**config.mk**
```make
export PLATFORM = sky130hd
export DESIGN_NAME = pattern_sequencer_flat
export DESIGN_NICKNAME = d
export VERILOG_FILES = /design/src/rtl/pattern_sequencer_if.sv /design/src/rtl/pattern_sequencer.sv /design/src/flat_wrapper.sv
export SDC_FILE = /design/constraint.sdc
export NUM_CORES = 1
export LEC_CHECK = 0
export ABC_AREA = 0
export CAP_MARGIN = 20
export CORE_MARGIN = 4
export CORE_UTILIZATION = 44
export DETAILED_ROUTE_END_ITERATION = 8
export MAX_ROUTING_LAYER = met4
export RECOVER_POWER = 25
export SLEW_MARGIN = 0
export SYNTH_ARGS = -nofsm -noshare
export SYNTH_HDL_FRONTEND = slang
export SYNTH_SLANG_ARGS = --single-unit
```
**constraint.sdc**
```tcl
create_clock -name clk -period 3.3 [get_ports clk]
set_input_delay 0.495 -clock clk [delete_from_list [all_inputs] [get_ports clk]]
set_output_delay 0.495 -clock clk [all_outputs]
set_load 0.01 [all_outputs]
```
**src/rtl/pattern_sequencer_if.sv**
```systemverilog
// Control, table-write and pattern-output bundle between the pattern sequencer and its host.
// The master side drives requests and table writes; the slave side drives timing and pattern outputs.
interface pattern_sequencer_if;
    logic        start;
    logic        stop;
    logic        wr_en;
    logic [1:0]  wr_addr;
    logic [18:0] wr_data;
    logic [1:0]  last_entry;
    logic [3:0]  frames_per_entry;
    logic        f_sync;
    logic        sync;
    logic [2:0]  Mode;
    logic [1:0]  X;
    logic [1:0]  Y;
    logic [11:0] constVal;
    logic [1:0]  entry_idx;
    logic        busy;
    logic        frame_done;

    modport master (
        output start, stop, wr_en, wr_addr, wr_data, last_entry, frames_per_entry,
        input  f_sync, sync, Mode, X, Y, constVal, entry_idx, busy, frame_done
    );

    modport slave (
        input  start, stop, wr_en, wr_addr, wr_data, last_entry, frames_per_entry,
        output f_sync, sync, Mode, X, Y, constVal, entry_idx, busy, frame_done
    );
endinterface

```
**src/rtl/pattern_sequencer.sv**
```systemverilog
// Frame/line timing and 4-entry schedule controller for the pattern generator.
// Emits f_sync/sync pulses and holds pattern settings constant for whole frames.
module pattern_sequencer #(
    parameter int unsigned LINE_PIX = 4096,
    parameter int unsigned LINES    = 32,
    parameter int unsigned HBLANK   = 8,
    parameter int unsigned VBLANK   = 16
) (
    input  logic                  clk,
    input  logic                  rst_n,
    pattern_sequencer_if.slave    io_bus
);

    localparam logic [2:0] StIdle   = 3'd0;
    localparam logic [2:0] StSync   = 3'd1;
    localparam logic [2:0] StActive = 3'd2;
    localparam logic [2:0] StHblk   = 3'd3;
    localparam logic [2:0] StVblk   = 3'd4;

    localparam bit          HasHblk   = (HBLANK > 0);
    localparam bit          HasVblk   = (VBLANK > 0);
    localparam logic [11:0] PixLast   = 12'(LINE_PIX - 1);
    localparam logic [11:0] HblkLast  = HasHblk ? 12'(HBLANK - 1) : 12'd0;
    localparam logic [11:0] VblkLast  = HasVblk ? 12'(VBLANK - 1) : 12'd0;
    localparam logic [4:0]  LinesLast = 5'(LINES - 1);

    logic [2:0]  r_state;
    logic [11:0] r_cnt;
    logic [4:0]  r_line;
    logic [3:0]  r_fcnt;
    logic [1:0]  r_entry;
    logic [18:0] r_out;
    logic        r_stop_pend;
    logic        r_sync;
    logic        r_f_sync;
    logic        r_busy;
    logic        r_frame_done;
    logic [18:0] r_table [4];

    logic [2:0]  w_state_d;
    logic [11:0] w_cnt_d;
    logic [4:0]  w_line_d;
    logic [3:0]  w_fcnt_d;
    logic [1:0]  w_entry_d;
    logic [18:0] w_out_d;
    logic        w_stop_pend_d;
    logic [4:0]  w_fcnt_inc;
    logic [4:0]  w_fpe;
    logic [1:0]  w_next_entry;

    // A line ends on the last ACTIVE cycle when there is no horizontal blank.
    function automatic logic f_line_end(input logic [2:0] st, input logic [11:0] cnt);
        return ((st == StActive) && (cnt == PixLast) && !HasHblk) ||
               ((st == StHblk) && (cnt == HblkLast));
    endfunction

    function automatic logic f_frame_end(input logic [2:0] st, input logic [11:0] cnt,
                                         input logic [4:0] line);
        return ((st == StVblk) && (cnt == VblkLast)) ||
               (f_line_end(st, cnt) && (line == LinesLast) && !HasVblk);
    endfunction

    assign w_fcnt_inc   = {1'b0, r_fcnt} + 5'd1;
    assign w_fpe        = (io_bus.frames_per_entry == 4'd0) ? 5'd1
                                                            : {1'b0, io_bus.frames_per_entry};
    assign w_next_entry = (r_entry >= io_bus.last_entry) ? 2'd0 : r_entry + 2'd1;

    always_comb begin
        w_state_d     = r_state;
        w_cnt_d       = r_cnt;
        w_line_d      = r_line;
        w_fcnt_d      = r_fcnt;
        w_entry_d     = r_entry;
        w_out_d       = r_out;
        w_stop_pend_d = r_stop_pend | (io_bus.stop & r_busy);

        if (f_frame_end(r_state, r_cnt, r_line)) begin
            w_line_d = 5'd0;
            w_cnt_d  = 12'd0;
            if (w_fcnt_inc >= w_fpe) begin
                w_fcnt_d  = 4'd0;
                w_entry_d = w_next_entry;
            end else begin
                w_fcnt_d = w_fcnt_inc[3:0];
            end
            // Reload reads the table before any same-edge write lands.
            w_out_d = r_table[w_entry_d];
            if (r_stop_pend) begin
                w_state_d     = StIdle;
                w_stop_pend_d = 1'b0;
            end else begin
                w_state_d = StSync;
            end
        end else if (f_line_end(r_state, r_cnt)) begin
            w_cnt_d = 12'd0;
            if (r_line == LinesLast) begin
                w_state_d = StVblk;
            end else begin
                w_line_d  = r_line + 5'd1;
                w_state_d = StSync;
            end
        end else begin
            unique case (r_state)
                StIdle: begin
                    if (io_bus.start) begin
                        w_state_d     = StSync;
                        w_cnt_d       = 12'd0;
                        w_line_d      = 5'd0;
                        w_fcnt_d      = 4'd0;
                        w_entry_d     = 2'd0;
                        w_out_d       = r_table[0];
                        w_stop_pend_d = 1'b0;
                    end
                end
                StSync: begin
                    w_state_d = StActive;
                    w_cnt_d   = 12'd0;
                end
                StActive: begin
                    if (r_cnt == PixLast) begin
                        w_state_d = StHblk;
                        w_cnt_d   = 12'd0;
                    end else begin
                        w_cnt_d = r_cnt + 12'd1;
                    end
                end
                StHblk, StVblk: begin
                    w_cnt_d = r_cnt + 12'd1;
                end
                default: begin
                    w_state_d = StIdle;
                end
            endcase
        end
    end

    always_ff @(posedge clk or negedge rst_n) begin
        if (!rst_n) begin
            r_state      <= StIdle;
            r_cnt        <= 12'd0;
            r_line       <= 5'd0;
            r_fcnt       <= 4'd0;
            r_entry      <= 2'd0;
            r_out        <= 19'd0;
            r_stop_pend  <= 1'b0;
            r_sync       <= 1'b0;
            r_f_sync     <= 1'b0;
            r_busy       <= 1'b0;
            r_frame_done <= 1'b0;
            for (int i = 0; i < 4; i++) begin
                r_table[i] <= 19'd0;
            end
        end else begin
            r_state      <= w_state_d;
            r_cnt        <= w_cnt_d;
            r_line       <= w_line_d;
            r_fcnt       <= w_fcnt_d;
            r_entry      <= w_entry_d;
            r_out        <= w_out_d;
            r_stop_pend  <= w_stop_pend_d;
            // Pulse outputs are decoded from the next state so they stay registered.
            r_sync       <= (w_state_d == StSync);
            r_f_sync     <= (w_state_d == StSync) && (w_line_d == 5'd0);
            r_busy       <= (w_state_d != StIdle);
            r_frame_done <= f_frame_end(w_state_d, w_cnt_d, w_line_d);
            if (io_bus.wr_en) begin
                r_table[io_bus.wr_addr] <= io_bus.wr_data;
            end
        end
    end

    assign io_bus.sync       = r_sync;
    assign io_bus.f_sync     = r_f_sync;
    assign io_bus.busy       = r_busy;
    assign io_bus.frame_done = r_frame_done;
    assign io_bus.entry_idx  = r_entry;
    assign io_bus.Mode       = r_out[18:16];
    assign io_bus.Y          = r_out[15:14];
    assign io_bus.X          = r_out[13:12];
    assign io_bus.constVal   = r_out[11:0];

endmodule
```
**src/flat_wrapper.sv**
```systemverilog
// flat-port wrapper written by rule: the top's interface ports become plain ports
module pattern_sequencer_flat 
#(
    parameter int unsigned LINE_PIX = 4096,
    parameter int unsigned LINES    = 32,
    parameter int unsigned HBLANK   = 8,
    parameter int unsigned VBLANK   = 16
)
  (clk, rst_n, io_bus_start, io_bus_stop, io_bus_wr_en, io_bus_wr_addr, io_bus_wr_data, io_bus_last_entry, io_bus_frames_per_entry, io_bus_f_sync, io_bus_sync, io_bus_Mode, io_bus_X, io_bus_Y, io_bus_constVal, io_bus_entry_idx, io_bus_busy, io_bus_frame_done);
  pattern_sequencer_if io_bus_i ();
  input  logic clk;
  input  logic rst_n;
  input wire logic [$bits(io_bus_i.start)-1:0] io_bus_start;
  input wire logic [$bits(io_bus_i.stop)-1:0] io_bus_stop;
  input wire logic [$bits(io_bus_i.wr_en)-1:0] io_bus_wr_en;
  input wire logic [$bits(io_bus_i.wr_addr)-1:0] io_bus_wr_addr;
  input wire logic [$bits(io_bus_i.wr_data)-1:0] io_bus_wr_data;
  input wire logic [$bits(io_bus_i.last_entry)-1:0] io_bus_last_entry;
  input wire logic [$bits(io_bus_i.frames_per_entry)-1:0] io_bus_frames_per_entry;
  output wire logic [$bits(io_bus_i.f_sync)-1:0] io_bus_f_sync;
  output wire logic [$bits(io_bus_i.sync)-1:0] io_bus_sync;
  output wire logic [$bits(io_bus_i.Mode)-1:0] io_bus_Mode;
  output wire logic [$bits(io_bus_i.X)-1:0] io_bus_X;
  output wire logic [$bits(io_bus_i.Y)-1:0] io_bus_Y;
  output wire logic [$bits(io_bus_i.constVal)-1:0] io_bus_constVal;
  output wire logic [$bits(io_bus_i.entry_idx)-1:0] io_bus_entry_idx;
  output wire logic [$bits(io_bus_i.busy)-1:0] io_bus_busy;
  output wire logic [$bits(io_bus_i.frame_done)-1:0] io_bus_frame_done;
  assign io_bus_i.start = io_bus_start;
  assign io_bus_i.stop = io_bus_stop;
  assign io_bus_i.wr_en = io_bus_wr_en;
  assign io_bus_i.wr_addr = io_bus_wr_addr;
  assign io_bus_i.wr_data = io_bus_wr_data;
  assign io_bus_i.last_entry = io_bus_last_entry;
  assign io_bus_i.frames_per_entry = io_bus_frames_per_entry;
  assign io_bus_f_sync = io_bus_i.f_sync;
  assign io_bus_sync = io_bus_i.sync;
  assign io_bus_Mode = io_bus_i.Mode;
  assign io_bus_X = io_bus_i.X;
  assign io_bus_Y = io_bus_i.Y;
  assign io_bus_constVal = io_bus_i.constVal;
  assign io_bus_entry_idx = io_bus_i.entry_idx;
  assign io_bus_busy = io_bus_i.busy;
  assign io_bus_frame_done = io_bus_i.frame_done;
  pattern_sequencer #(.LINE_PIX(LINE_PIX), .LINES(LINES), .HBLANK(HBLANK), .VBLANK(VBLANK)) u_core (.clk(clk), .rst_n(rst_n), .io_bus(io_bus_i));
endmodule
```
==> key figures <==
Worst hold path
  • Hold crit path type: register to register
  • Hold Path Cell Cnt: 1
  • Hold Crit Start: u_core.r_table[11]$_DFFE_PN0P_
  • Worst Hold Path EP: u_core.r_table[11]$_DFFE_PN0P_

Layout
  • Share of layout cells above drive strength 1: 0.198
  • Most frequent cells in the layout: 126 x dfrtp_1, 57 x mux2_2, 55 x clkdlybuf4s50_1
  • N_diodes: 0
  • Most common cell after layout, fill and taps aside: dfrtp_1
  • Seq. cell area: 3150 um^2
  • Nets: 620
  • Multi-input gate area: 2580 um^2
  • Fillers: 1148
  • Final core occ: 0.555
  • Synthesis-to-finish area growth: 23.4%

Route
  • WL final: 14.1 mm
  • Wire per inst: 18.4 um
  • DR iter-0 viols: 405
  • Router iterations before antenna repair: 9
  • ANT nets after route: 0
  • Via density: 5.85
  • Via Count: 4488
  • DRC violations left: 0

Logic synthesis
  • Largest family of logic cells by synthesized area: compound AO/OA/AOI/OAI gates
  • Mux cell area share after synthesis: 0.143
  • Post-synth EDFFs: 0
  • Syn Inst Count: 517
  • Yosys warns: 0
  • Synthesis-stage register bit count: 126
  • Post-Synth XOR/XNOR Area: 0.00735
  • Post-synth net total: 558
  • Cell variety after synth: 62
  • Share of synthesized registers carrying an async set or reset: 1.00
  • Synth Area in Adders: 0.0189
  • Synth Flop Type: dfrtp_1
  • Syn Area/Cell: 11.5 um^2
  • Post-Synth Simple-Gate Area: 0.110
  • Synth Area in Compound Gates: 0.153
  • Mapped cell area: 5960 um^2
  • Sequential area share after synthesis: 0.529

Setup path
  • Required time worst endpoint: 3.56 ns
  • Startpoint Class: register
  • Crit-path max cell delay: 0.43 ns
  • Critical path's slowest cell: dfrtp_1
  • Critical R2R Launch: u_core.r_fcnt[0]$_DFFE_PN0P_
  • WP data arrival: 3.09 ns
  • Crit-path most repeated cell: ha_1
  • Kind of end point of the critical path: register
  • Critical path launch point: u_core.r_fcnt[0]$_DFFE_PN0P_
  • Critical Path, Cell by Cell: ha_1, xor2_1, ha_1, a21o_1, a31oi_1, o21ai_0, and4b_1, o21ai_1, buf_12, o221ai_1
  • Critical path class: register to register
  • R2R setup slack: 0.47 ns
  • Crit Reg-Reg Endpoint: u_core.r_out[9]$_DFFE_PN0P_
  • Worst r2r path cells: 10
  • CP max FO: 20

Placed design
  • HPWL after detailed placement: 9.02 mm
  • Port Buf Inserts: 56
  • Final Wtd Congestion: 0.829

Clock network
  • Clock buffer depth: 2
  • Setup bufs post-CTS: 0
  • CTS resizes: 0
  • CTS tree: done
  • H-tree Lvls: 4
  • TritonCTS Buffers: 17
  • Root Driver: clkbuf_16
  • Sink Count: 126
  • Clock Latency Late Sink: 0.41 ns
  • Hold_buf cts: 0
  • Reg clk slew, reported paths: 0.05 ns

GRT
  • Initial antenna violation count: 0
  • Largest net degree at the start of global routing: 79
  • Gr ovfl total: 0
  • First-pass GRT wire length: 23.4 mm
  • GRT Util Overall: 0.193
  • Vias in the first global route: 4548

Die
  • Die width: 124 um
  • Die H: 124 um
  • DIE AREA: 15500 um^2
  • Starting Density: 0.450
  • Area of the core: 13200 um^2
  • Num ports: 57
  • FP Rows: 42

Timing
  • Tcrit/Tclk final: 0.859
  • Final Max Slew Viols: 49
  • Least-Margin Pin Slew: 2.76 ns
  • Final setup vio count: 0
  • Post-route minimum period: 2.83 ns
  • Worst Clk Skew: 0.0141 ns
  • Final hold vios: 0
  • Slew margin rel.: -0.837
  • Fmax: 353 MHz
  • RSZ-0062 raised after global routing: false
  • Setup TNS: 0 ns

Run
  • Max-cap viol count: 1

Power
  • Pwr/cell area: 708 nW/um^2
  • Worst vdd ir: 0.000356 V
  • Static leakage: 3.22 nW

Outcome
  • Outcome: finished, violations left
  • Failing checks: capacitance limit, slew limit
-- how the worst max path moves through the flow --
stage                                               to  slack [ns]  cells past startpoint
final                      u_core.r_out[9]$_DFFE_PN0P_        0.47                     10
after global routing      u_core.r_out[15]$_DFFE_PN0P_        0.15                      1
after global placement    u_core.r_out[11]$_DFFE_PN0P_        0.24                     11
after floorplan           u_core.r_out[10]$_DFFE_PN0P_        0.48                     11
after detailed placement   u_core.r_out[8]$_DFFE_PN0P_        0.13                     11
after CTS                  u_core.r_out[9]$_DFFE_PN0P_        0.47                     10
-- flip-flops by register name, indices dropped and copies added (netlist names) --
register                  cells
u_core.io_bus.entry_idx       2
u_core.r_cnt                 12
u_core.r_out                 19
u_core.io_bus.frame_done      1
u_core.r_state                3
u_core.io_bus.sync            1
u_core.io_bus.busy            1
u_core.io_bus.f_sync          1
u_core.r_line                 5
u_core.r_stop_pend            1
u_core.r_fcnt                 4
u_core.r_table               76
-- layout make-up --
class	count	area share
clock buffers	26	0.0706
clock inverters	5	0.00732
inverters	31	0.0158
multi-input cells	333	0.351
flip-flops and latches	126	0.429
well taps	176	0.0299
repair buffers	70	0.0965
-- routing by layer --
metal  share of wire  vias up  GRT usage
met5               0        -          -
met4           0.018        0     0.0741
met2            0.50      117      0.306
met3           0.041       22     0.0425
li1                -     2086          -
met1            0.44     2263      0.245
-- synth_stat cells (2+ instances only) --
master    instances  area [um^2]
mux2i_1          21          210
nor2_1           19         71.3
a311oi_1          2         17.5
ha_1              9          113
a222oi_1         19          190
o21ai_0          34          170
nand4_1           7         43.8
xnor2_1           3         26.3
inv_1            31          116
clkbuf_1         19         71.3
and4_1            2         17.5
xor2_1            2         17.5
o31a_2            2         20.0
buf_2             6         30.0
nand3b_1          4         30.0
a31oi_1           5         31.3
nor4_2            2         25.0
o221ai_1         19          166
nor3b_1           2         15.0
nor4_1            7         43.8
nand2_1          40          150
a211oi_1          4         30.0
or3_1             2         12.5
o21ba_2           2         20.0
nand3_1           9         45.0
a21o_1            4         30.0
o211ai_1          4         30.0
a22o_1            2         17.5
nand2b_1          8         50.1
a31o_2            2         17.5
mux2_2           57          642
a21oi_1          10         50.1
dfrtp_1         126         3150
nor3_1            4         20.0
-- metrics by stage --
step	hold slack [ns]	cell area, um^2	setup WS (ns)	total power, W	cells
5_1_grt	0.512	7350	0.147	0.00549	767
6_report	0.501	7350	0.466	0.00521	767
2_1_floorplan	0.199	5960	0.479	0.00289	517
3_5_place_dp	0.491	6790	0.133	0.00345	736
4_1_cts	0.136	7360	0.475	0.00526	767
3_3_place_gp	0.486	6790	0.242	0.00340	736
-- logic make-up after synthesis --
| family | after synthesis |
|---|---|
| flip-flops | 126 |
| buffers and inverters | 58 |
| AND/OR/NAND/NOR | 120 |
| AO/OA/AOI/OAI | 121 |
| XOR/XNOR | 5 |
| multiplexers | 78 |
| adder cells (fa/ha/maj) | 9 |
-- critical path, delay by kind of cell (launching register included) --
family	cells	cell delay [ns]
DFF	1	0.43
buffers and inverters	1	0.20
adders and majority gates	2	0.59
and+or+nand+nor	1	0.25
xor gates and xnor gates	1	0.18
AOI/OAI and AO/OA	5	1.05
-- power by group --
group          switching [W]  internal, W  total [W]
clock network       0.000639      0.00115    0.00179
logic               0.000543     0.000669    0.00121
registers           0.000297      0.00191    0.00221
total                0.00148      0.00373    0.00521
No activity file was read; power rests on OpenSTA's default activity.
